==> src/rtl/mult_div_unit.sv <==
// ---------------------------------------------------------------------------
// mult_div_unit
// Multicycle signed multiply/divide responder for the MIPS multicycle
// datapath. A one-cycle start pulse in IDLE launches a WIDTH-cycle shift-add
// multiply or restoring divide on operand magnitudes. A one-cycle FIX step
// then applies the signs and loads hi/lo. A one-cycle done pulse follows.
// Divide by zero skips the arithmetic entirely and leaves hi/lo untouched.
//
// Ports:
//   clk      - system clock, all state changes on posedge
//   reset    - synchronous active-low reset (0 = reset)
//   start    - one-cycle request, sampled only in IDLE
//   op       - 0 = MULT, 1 = DIV (sampled with start)
//   a, b     - signed operands (rs, rt)
//   busy     - high from the cycle after acceptance until done drops
//   done     - one-cycle completion pulse
//   div_zero - valid with done; DIV with b = 0
//   hi, lo   - MULT: product halves; DIV: remainder / quotient
// ---------------------------------------------------------------------------
module mult_div_unit #(
   parameter int WIDTH = 32
) (
   input  logic             clk,
   input  logic             reset,
   input  logic             start,
   input  logic             op,
   input  logic [WIDTH-1:0] a,
   input  logic [WIDTH-1:0] b,
   output logic             busy,
   output logic             done,
   output logic             div_zero,
   output logic [WIDTH-1:0] hi,
   output logic [WIDTH-1:0] lo
);

   localparam int CW = (WIDTH > 1) ? $clog2(WIDTH) : 1;

   typedef enum logic [2:0] {
      S_IDLE = 3'd0,
      S_MULT = 3'd1,
      S_DIV  = 3'd2,
      S_FIX  = 3'd3,
      S_DONE = 3'd4
   } state_t;

   state_t             state_q, state_d;
   logic [CW-1:0]      cnt_q, cnt_d;
   logic               op_q, op_d;
   logic               sign_a_q, sign_a_d;
   logic               sign_b_q, sign_b_d;
   logic [WIDTH-1:0]   mag_a_q, mag_a_d;
   logic [WIDTH-1:0]   mag_b_q, mag_b_d;
   logic [2*WIDTH-1:0] acc_q, acc_d;
   logic [WIDTH-1:0]   hi_q, hi_d;
   logic [WIDTH-1:0]   lo_q, lo_d;
   logic               busy_q, busy_d;
   logic               done_q, done_d;
   logic               div_zero_q, div_zero_d;

   logic [WIDTH:0]     add_s;
   logic [WIDTH:0]     trial_s;
   logic [2*WIDTH-1:0] prod_s;
   logic               sign_diff_s;

   // Datapath helpers: partial-product add, trial subtract and signed product
   always_comb begin
      add_s       = {1'b0, acc_q[2*WIDTH-1:WIDTH]} + {1'b0, mag_a_q};
      // Upper remainder shifted left with the next dividend bit appended
      trial_s     = acc_q[2*WIDTH-1:WIDTH-1] - {1'b0, mag_b_q};
      sign_diff_s = sign_a_q ^ sign_b_q;
      if (sign_diff_s) begin
         prod_s = -acc_q;
      end else begin
         prod_s = acc_q;
      end
   end

   // Next-state and datapath update for the IDLE/MULT/DIV/FIX/DONE sequence
   always_comb begin
      state_d    = state_q;
      cnt_d      = cnt_q;
      op_d       = op_q;
      sign_a_d   = sign_a_q;
      sign_b_d   = sign_b_q;
      mag_a_d    = mag_a_q;
      mag_b_d    = mag_b_q;
      acc_d      = acc_q;
      hi_d       = hi_q;
      lo_d       = lo_q;
      busy_d     = busy_q;
      done_d     = 1'b0;
      div_zero_d = 1'b0;

      case (state_q)
         S_IDLE: begin
            busy_d = 1'b0;
            if (start) begin
               op_d     = op;
               sign_a_d = a[WIDTH-1];
               sign_b_d = b[WIDTH-1];
               // Magnitude of the most negative value wraps to itself, which
               // read as unsigned is exactly 2^(WIDTH-1)
               mag_a_d  = a[WIDTH-1] ? -a : a;
               mag_b_d  = b[WIDTH-1] ? -b : b;
               cnt_d    = CW'(WIDTH - 1);
               busy_d   = 1'b1;
               if (op && (b == {WIDTH{1'b0}})) begin
                  state_d    = S_DONE;
                  done_d     = 1'b1;
                  div_zero_d = 1'b1;
               end else if (op) begin
                  state_d = S_DIV;
                  acc_d   = {{WIDTH{1'b0}}, (a[WIDTH-1] ? -a : a)};
               end else begin
                  state_d = S_MULT;
                  acc_d   = {{WIDTH{1'b0}}, (b[WIDTH-1] ? -b : b)};
               end
            end else begin
               state_d = S_IDLE;
            end
         end
         S_MULT: begin
            // Multiplier bits are consumed from the low end of acc
            if (acc_q[0]) begin
               acc_d = {add_s, acc_q[WIDTH-1:1]};
            end else begin
               acc_d = {1'b0, acc_q[2*WIDTH-1:1]};
            end
            if (cnt_q == {CW{1'b0}}) begin
               state_d = S_FIX;
            end else begin
               cnt_d = cnt_q - CW'(1);
            end
         end
         S_DIV: begin
            // acc holds {remainder, dividend/quotient}; quotient bits enter at bit 0
            if (!trial_s[WIDTH]) begin
               acc_d = {trial_s[WIDTH-1:0], acc_q[WIDTH-2:0], 1'b1};
            end else begin
               acc_d = {acc_q[2*WIDTH-2:0], 1'b0};
            end
            if (cnt_q == {CW{1'b0}}) begin
               state_d = S_FIX;
            end else begin
               cnt_d = cnt_q - CW'(1);
            end
         end
         S_FIX: begin
            if (op_q) begin
               lo_d = sign_diff_s ? -acc_q[WIDTH-1:0] : acc_q[WIDTH-1:0];
               hi_d = sign_a_q ? -acc_q[2*WIDTH-1:WIDTH] : acc_q[2*WIDTH-1:WIDTH];
            end else begin
               hi_d = prod_s[2*WIDTH-1:WIDTH];
               lo_d = prod_s[WIDTH-1:0];
            end
            state_d = S_DONE;
            done_d  = 1'b1;
         end
         S_DONE: begin
            state_d = S_IDLE;
            busy_d  = 1'b0;
         end
         default: begin
            state_d = S_IDLE;
            busy_d  = 1'b0;
         end
      endcase
   end

   // State and output registers with synchronous active-low reset
   always_ff @(posedge clk) begin
      if (!reset) begin
         state_q    <= S_IDLE;
         cnt_q      <= {CW{1'b0}};
         op_q       <= 1'b0;
         sign_a_q   <= 1'b0;
         sign_b_q   <= 1'b0;
         mag_a_q    <= {WIDTH{1'b0}};
         mag_b_q    <= {WIDTH{1'b0}};
         acc_q      <= {(2*WIDTH){1'b0}};
         hi_q       <= {WIDTH{1'b0}};
         lo_q       <= {WIDTH{1'b0}};
         busy_q     <= 1'b0;
         done_q     <= 1'b0;
         div_zero_q <= 1'b0;
      end else begin
         state_q    <= state_d;
         cnt_q      <= cnt_d;
         op_q       <= op_d;
         sign_a_q   <= sign_a_d;
         sign_b_q   <= sign_b_d;
         mag_a_q    <= mag_a_d;
         mag_b_q    <= mag_b_d;
         acc_q      <= acc_d;
         hi_q       <= hi_d;
         lo_q       <= lo_d;
         busy_q     <= busy_d;
         done_q     <= done_d;
         div_zero_q <= div_zero_d;
      end
   end

   assign busy     = busy_q;
   assign done     = done_q;
   assign div_zero = div_zero_q;
   assign hi       = hi_q;
   assign lo       = lo_q;

endmodule

==> config.mk <==
export PLATFORM = sky130hd
export DESIGN_NAME = mult_div_unit
export DESIGN_NICKNAME = d
export VERILOG_FILES = /design/src/rtl/mult_div_unit.sv
export SDC_FILE = /design/constraint.sdc
export NUM_CORES = 1
export LEC_CHECK = 0
export ABC_AREA = 1
export CAP_MARGIN = 25
export CORE_UTILIZATION = 50
export DETAILED_ROUTE_END_ITERATION = 10
export GPL_TIMING_DRIVEN = 0
export MAX_ROUTING_LAYER = met4
export PLACE_DENSITY = 0.7
export SETUP_SLACK_MARGIN = 0.3
export SLEW_MARGIN = 15
export SYNTH_ARGS = -nofsm -noshare
export SYNTH_HDL_FRONTEND = slang
export SYNTH_SLANG_ARGS = --single-unit
==> constraint.sdc <==
create_clock -name clk -period 4 [get_ports clk]
set_input_delay 0.4 -clock clk [delete_from_list [all_inputs] [get_ports clk]]
set_output_delay 0.4 -clock clk [all_outputs]
set_load 0.05 [all_outputs]
==> flow_summary.ini, run 1 <==
[cells_and_area]
drive_gt1_share_pct = 3.99
nNetsFinal = 3555
multiInputGateArea_um2 = 12000
fillCellCount = 3773
utilization_pct = 58.3
register_area_um2 = 4120
design_area_um2 = 21400
areaGrowthSynthToFinish_pct = 14.7
diodes = 0

[clock_network]
clock_latency_ns = 0.56
cts_buffers = 24
clock-root-buffer = clkbuf_16
clock-sinks = 206
cts_setup_buffers = 0
hold_buffers = 0
cts_resized = 0
htreeDepth = 1
clock_path_buffers = 3
cts_tree = done
clk_pin_slew_worst_paths_ns = 0.07

[logic_synthesis]
synth-edff-count = 0
ys_warn_count = 0
ys_async_sr_fraction_pct = 0
ys_ff_latch = 206
avgSynthCellArea_um2 = 5.72
synth_area_um2 = 18600
synth_cells = 3258
synth_nets = 3398
seq_area_frac_synth_pct = 22.1
synthFlopType = dfxtp_1
synthDistinctLibCells = 53

[timing]
fin_worst_skew_ns = 0.0310
setup_tns_ns = 0
setup_viol = 0
finalWorstSetupSlack_ns = 0.597
relSlewSlack_pct = 33.3
worstMarginPinSlew_ns = 0.990
max_freq_ghz = 0.294
rsz0062_at_grt = false
drv_slew = 0
finalCriticalPeriod_ns = 3.40
finalCritPeriodShare_pct = 85.1
hold_violations = 0

[power_and_ir_drop]
seq_power_share_pct = 19.3
switchingPower_mw = 10.8
p_int_mw = 7.79
switching_share_pct = 58.1
power_frac_clock_pct = 12.8
pwr_density_cell_nw_per_um2 = 870
irDropWorstVdd_v = 0.000508
combPwrFrac_pct = 68.0
total_power_mw = 18.6
leakagePower_nw = 10.8

[setup_path]
startpoint = acc_q[0]$_SDFFE_PN0P_
cp.required_ns = 4.45
cp-start-kind = flop
crit_type = reg -> reg
worstReg2RegStart = acc_q[0]$_SDFFE_PN0P_
arrival_ns = 3.86
worstPathMaxFanout = 10
end_kind = flop

[grt]
grt_pass1_vias = 21400
antenna_found_initial = 0
grt_pass1_wl_um = 126000
grtUsageTotal_pct = 45.0
gr-total-overflow = 0
grt_max_degree = 15

[route]
finalWirelength_um = 85100
drc = 0
num_vias = 23300
first_pass_iters = 6
ant_nets = 0
wl_per_cell_um = 21.8
via_per_inst = 5.96
drtIter0Drc = 2841

[floorplanning]
fp.dieW_um = 195
die_area_um2 = 38000
io_pins = 135
rows = 70
die_h_um = 195
coreArea_um2 = 36600
start_util_pct = 50.9

[min_path]
min_path_type = in -> reg
hold_start = b[31]

[run_status]
status = completed

[job]
maxCapViolations = 0

[placed_design]
io_buffers = 131
detailed_place.area_um2 = 20500
pre_cts_ws_ns = 0.710
place_hpwl_um = 68800
place.gp.congestion = 1.14
[final timing paths]
path / to / slack, ns / cells past startpoint
max: hi[10]$_SDFFE_PN0P_ / 0.60 / 14
min: mag_b_q[12]$_SDFFE_PN0P_ / 0.46 / 5
max reg2reg: hi[10]$_SDFFE_PN0P_ / 0.60 / 14
min reg2reg: busy$_SDFFE_PN0N_ / 0.50 / 2
[worst max-delay path, cell delays in order (launching register included)]
cell and delay (ns):
dfxtp_1 0.31, buf_6 0.15, clkinv_2 0.16, clkbuf_1 0.65, ha_1 0.32, nand3_2 0.12
nor2_2 0.21, nand4_1 0.27, nand2_1 0.20, nand3_1 0.24, o21bai_1 0.33, nand3_1 0.12
nand2_1 0.05, nor2_1 0.11, nor2_1 0.06
[stage by stage]
step	hold slack (ns)	instances
after floorplan	0.464	3258
after global placement	0.477	3857
after detailed placement	0.479	3857
after CTS	0.458	3899
after global routing	0.508	3899
final	0.465	3899
[placed cells by master, fill, tap and decap left out, types with 24 or more instances in the layout]
master           Yosys  final
a21oi_1            252    252
clkbuf_1            76     78
clkbuf_16            0     24
clkdlybuf4s50_1      0    131
dfxtp_1            206    206
ha_1                70     70
inv_1              503    503
nand2_1            879    879
nand3_1            306    306
nand4_1             46     46
nor2_1             326    326
nor3_1              33     33
o211ai_1            55     55
o21ai_0            194    194
o22ai_1             27     27
xor2_1              63     63
[metal layers]
layer	global-route usage, %	vias to the layer above	wire length, um
met1	57.7	10600	34000
met5	-	-	0
met4	25.5	0	5650
met3	8.50	302	10600
met2	66.1	1514	34900
li1	-	10800	-
[cell usage after synthesis (12+ instances only)]
master,number,area (um2)
nand3b_1,13,97.6
o22ai_1,27,169
xor2_1,63,552
ha_1,70,876
o21ai_0,194,971
nand2_2,12,75.1
o211ai_1,55,413
buf_2,18,90.1
inv_1,503,1890
nand2_1,879,3300
dfxtp_1,206,4120
nor3_1,33,165
nor2_2,12,75.1
nand4_1,46,288
o21ai_1,18,90.1
o21bai_1,19,143
inv_2,14,52.6
xnor2_1,18,158
nand3_1,306,1530
nor2_1,326,1220
clkbuf_1,76,285
a21oi_1,252,1260
[power by group through the flow]
stage	logic [mW]	clock network [mW]	registers [mW]
2_1_floorplan	8.08	0	3.43
4_1_cts	12.2	2.34	3.49
5_1_grt	13.6	2.43	3.56
3_3_place_gp	11.9	0	3.50
6_report	12.6	2.37	3.58
3_5_place_dp	12.1	0	3.52
[kinds of logic after synthesis]
group / synth area share (%)
flip-flops: 22.1
adder cells (fa/ha/maj): 4.92
AND/OR/NAND/NOR: 37.6
AO/OA/AOI/OAI: 18.0
buffers and inverters: 13.5
XOR/XNOR: 3.81
[state kept, by name, indices dropped and copies added (netlist names), 3 cells and up]
| signal | cells |
|---|---|
| hi | 32 |
| mag_a_q | 32 |
| state_q | 3 |
| lo | 32 |
| cnt_q | 5 |
| acc_q | 64 |
| mag_b_q | 32 |
[cell type report]
| class | count | share of cell area, % |
|---|---|---|
| plain buffers | 121 | 2.65 |
| clock buffers | 32 | 3.23 |
| clock inverters | 10 | 0.674 |
| inverters | 519 | 9.14 |
| multi-input cells | 2412 | 56.1 |
| flip-flops and latches | 206 | 19.3 |
| well taps | 468 | 2.74 |
| repair buffers | 131 | 6.14 |
(Power assumes the default switching activity.)
==> run 2: changes to the inputs <==
Settings changed: CTS_BUF_LIST set to sky130_fd_sc_hd__clkbuf_8, CTS_CLUSTER_DIAMETER set to 50.
==> flow_summary.ini, run 2 (synthesis results as in run 1) <==
[placed_design]
placed_cells = 3857
detailed_place.area_um2 = 20500
pre_cts_ws_ns = 0.710
place.gp.congestion = 1.14
place_hpwl_um = 68800
io_buffers = 131

[cells_and_area]
design_area_um2 = 21300
layout_commonest_cell = nand2_1
utilization_pct = 58.2
diodes = 0
regMostFlops = acc_q
layout.cells.non_filler = 3921
most-common-layout-cells = nand2_1 (879), inv_1 (512), nor2_1 (326), nand3_1 (306), a21oi_1 (252)
largest_reg_flops = 64
areaGrowthSynthToFinish_pct = 14.4
drive_gt1_share_pct = 4.40
nNetsFinal = 3568

[setup_path]
crit_type = reg -> reg
worstReg2RegStart = acc_q[0]$_SDFFE_PN0P_
r2r_setup_slack_ns = 0.61
end_kind = flop
startpoint = acc_q[0]$_SDFFE_PN0P_
crit_path_end = hi[12]$_SDFFE_PN0P_
worstPathMaxFanout = 10
ff2ff_path_depth = 14
cp-start-kind = flop
cp.required_ns = 4.47
rr_endpoint = hi[12]$_SDFFE_PN0P_
arrival_ns = 3.85

[grt]
grt_pass1_vias = 21400
gr-total-overflow = 0
antenna_found_initial = 0
grt_pass1_wl_um = 126000
grt_max_degree = 11
grtUsageTotal_pct = 44.9

[route]
finalWirelength_um = 85000
num_vias = 23300
ant_nets = 0
highest_layer = met4
wl_met3_um = 10600
via_per_inst = 5.94
wirelength_met1_um = 33800
drc = 0
dr_wl_met2_um = 35000
wl_per_cell_um = 21.7
drtIter0Drc = 2695
first_pass_iters = 6

[clock_network]
clock-root-buffer = clkbuf_8
cts_tree = done
cts_setup_buffers = 0
clock_latency_ns = 0.60
clock-sinks = 206
hold_buffers = 0
htreeDepth = 2
cts_resized = 0
clk_pin_slew_worst_paths_ns = 0.07
cts_buffers = 37
clock_path_buffers = 3

[timing]
setup_tns_ns = 0
relSlewSlack_pct = 35.9
worstMarginPinSlew_ns = 0.951
max_freq_ghz = 0.295
finalCritPeriodShare_pct = 84.7
finalWorstSetupSlack_ns = 0.611
setup_viol = 0
drv_slew = 0
finalCriticalPeriod_ns = 3.39
fin_worst_skew_ns = 0.0205
rsz0062_at_grt = false
whs_ns = 0.419
hold_violations = 0

[min_path]
min_path_type = in -> reg

[floorplanning]
coreArea_um2 = 36600
die_area_um2 = 38000
start_util_pct = 50.9
die_h_um = 195
io_pins = 135
fp.dieW_um = 195
rows = 70

[power_and_ir_drop]
total_power_mw = 18.4
leakagePower_nw = 10.8
pwr_density_cell_nw_per_um2 = 862
irDropWorstVdd_v = 0.000438

[job]
maxCapViolations = 0

[run_status]
status = completed
## run 2: final cells by class
class,instances,area [um2]
Fill cell,3794,15300
Multi-Input combinational cell,2412,12000
Sequential cell,206,4120
Inverter,519,1950
Timing Repair Buffer,131,1310
Clock buffer,47,647
Tap cell,468,586
Buffer,121,566
Clock inverter,17,138
## run 2: worst min path at each step
stage                        startpoint                        to  slack [ns]  depth (start not counted)
3_3_place_gp          busy$_SDFFE_PN0N_         busy$_SDFFE_PN0N_        0.48                          2
4_1_cts                              op    acc_q[12]$_SDFFE_PN0P_        0.40                          6
2_1_floorplan  mag_b_q[11]$_SDFFE_PN0P_  mag_b_q[11]$_SDFFE_PN0P_        0.46                          2
3_5_place_dp          busy$_SDFFE_PN0N_         busy$_SDFFE_PN0N_        0.48                          2
5_1_grt                              op     acc_q[4]$_SDFFE_PN0P_        0.46                          5
6_report                             op    acc_q[12]$_SDFFE_PN0P_        0.42                          6
## run 2: critical path, stage by stage (launching register included)
cell and delay [ns]:
dfxtp_1 0.31, buf_6 0.15, clkinv_2 0.16, clkbuf_1 0.67, ha_1 0.33, nand3_2 0.12, nor2_2 0.21, nand2_1 0.13
nor2_1 0.28, nand3_1 0.18, nand2_1 0.14, nand2_1 0.07, nand2_1 0.17, xor2_1 0.25, a21oi_1 0.10
## run 2: layer usage
metal  global-route usage [%]  up-vias
met5                        -        -
met4                     25.3        0
met3                     10.3      318
met2                     66.2     1531
met1                     56.4    10600
li1                         -    10800
## run 2: power breakdown
part / total [mW] / switching (mW) / internal, mW / leakage [nW]
logic: 12.6 / 8.88 / 3.75 / 8.67
clock network: 2.16 / 0.964 / 1.19 / 0.441
registers: 3.57 / 0.935 / 2.64 / 1.69
total: 18.4 / 10.8 / 7.58 / 10.8
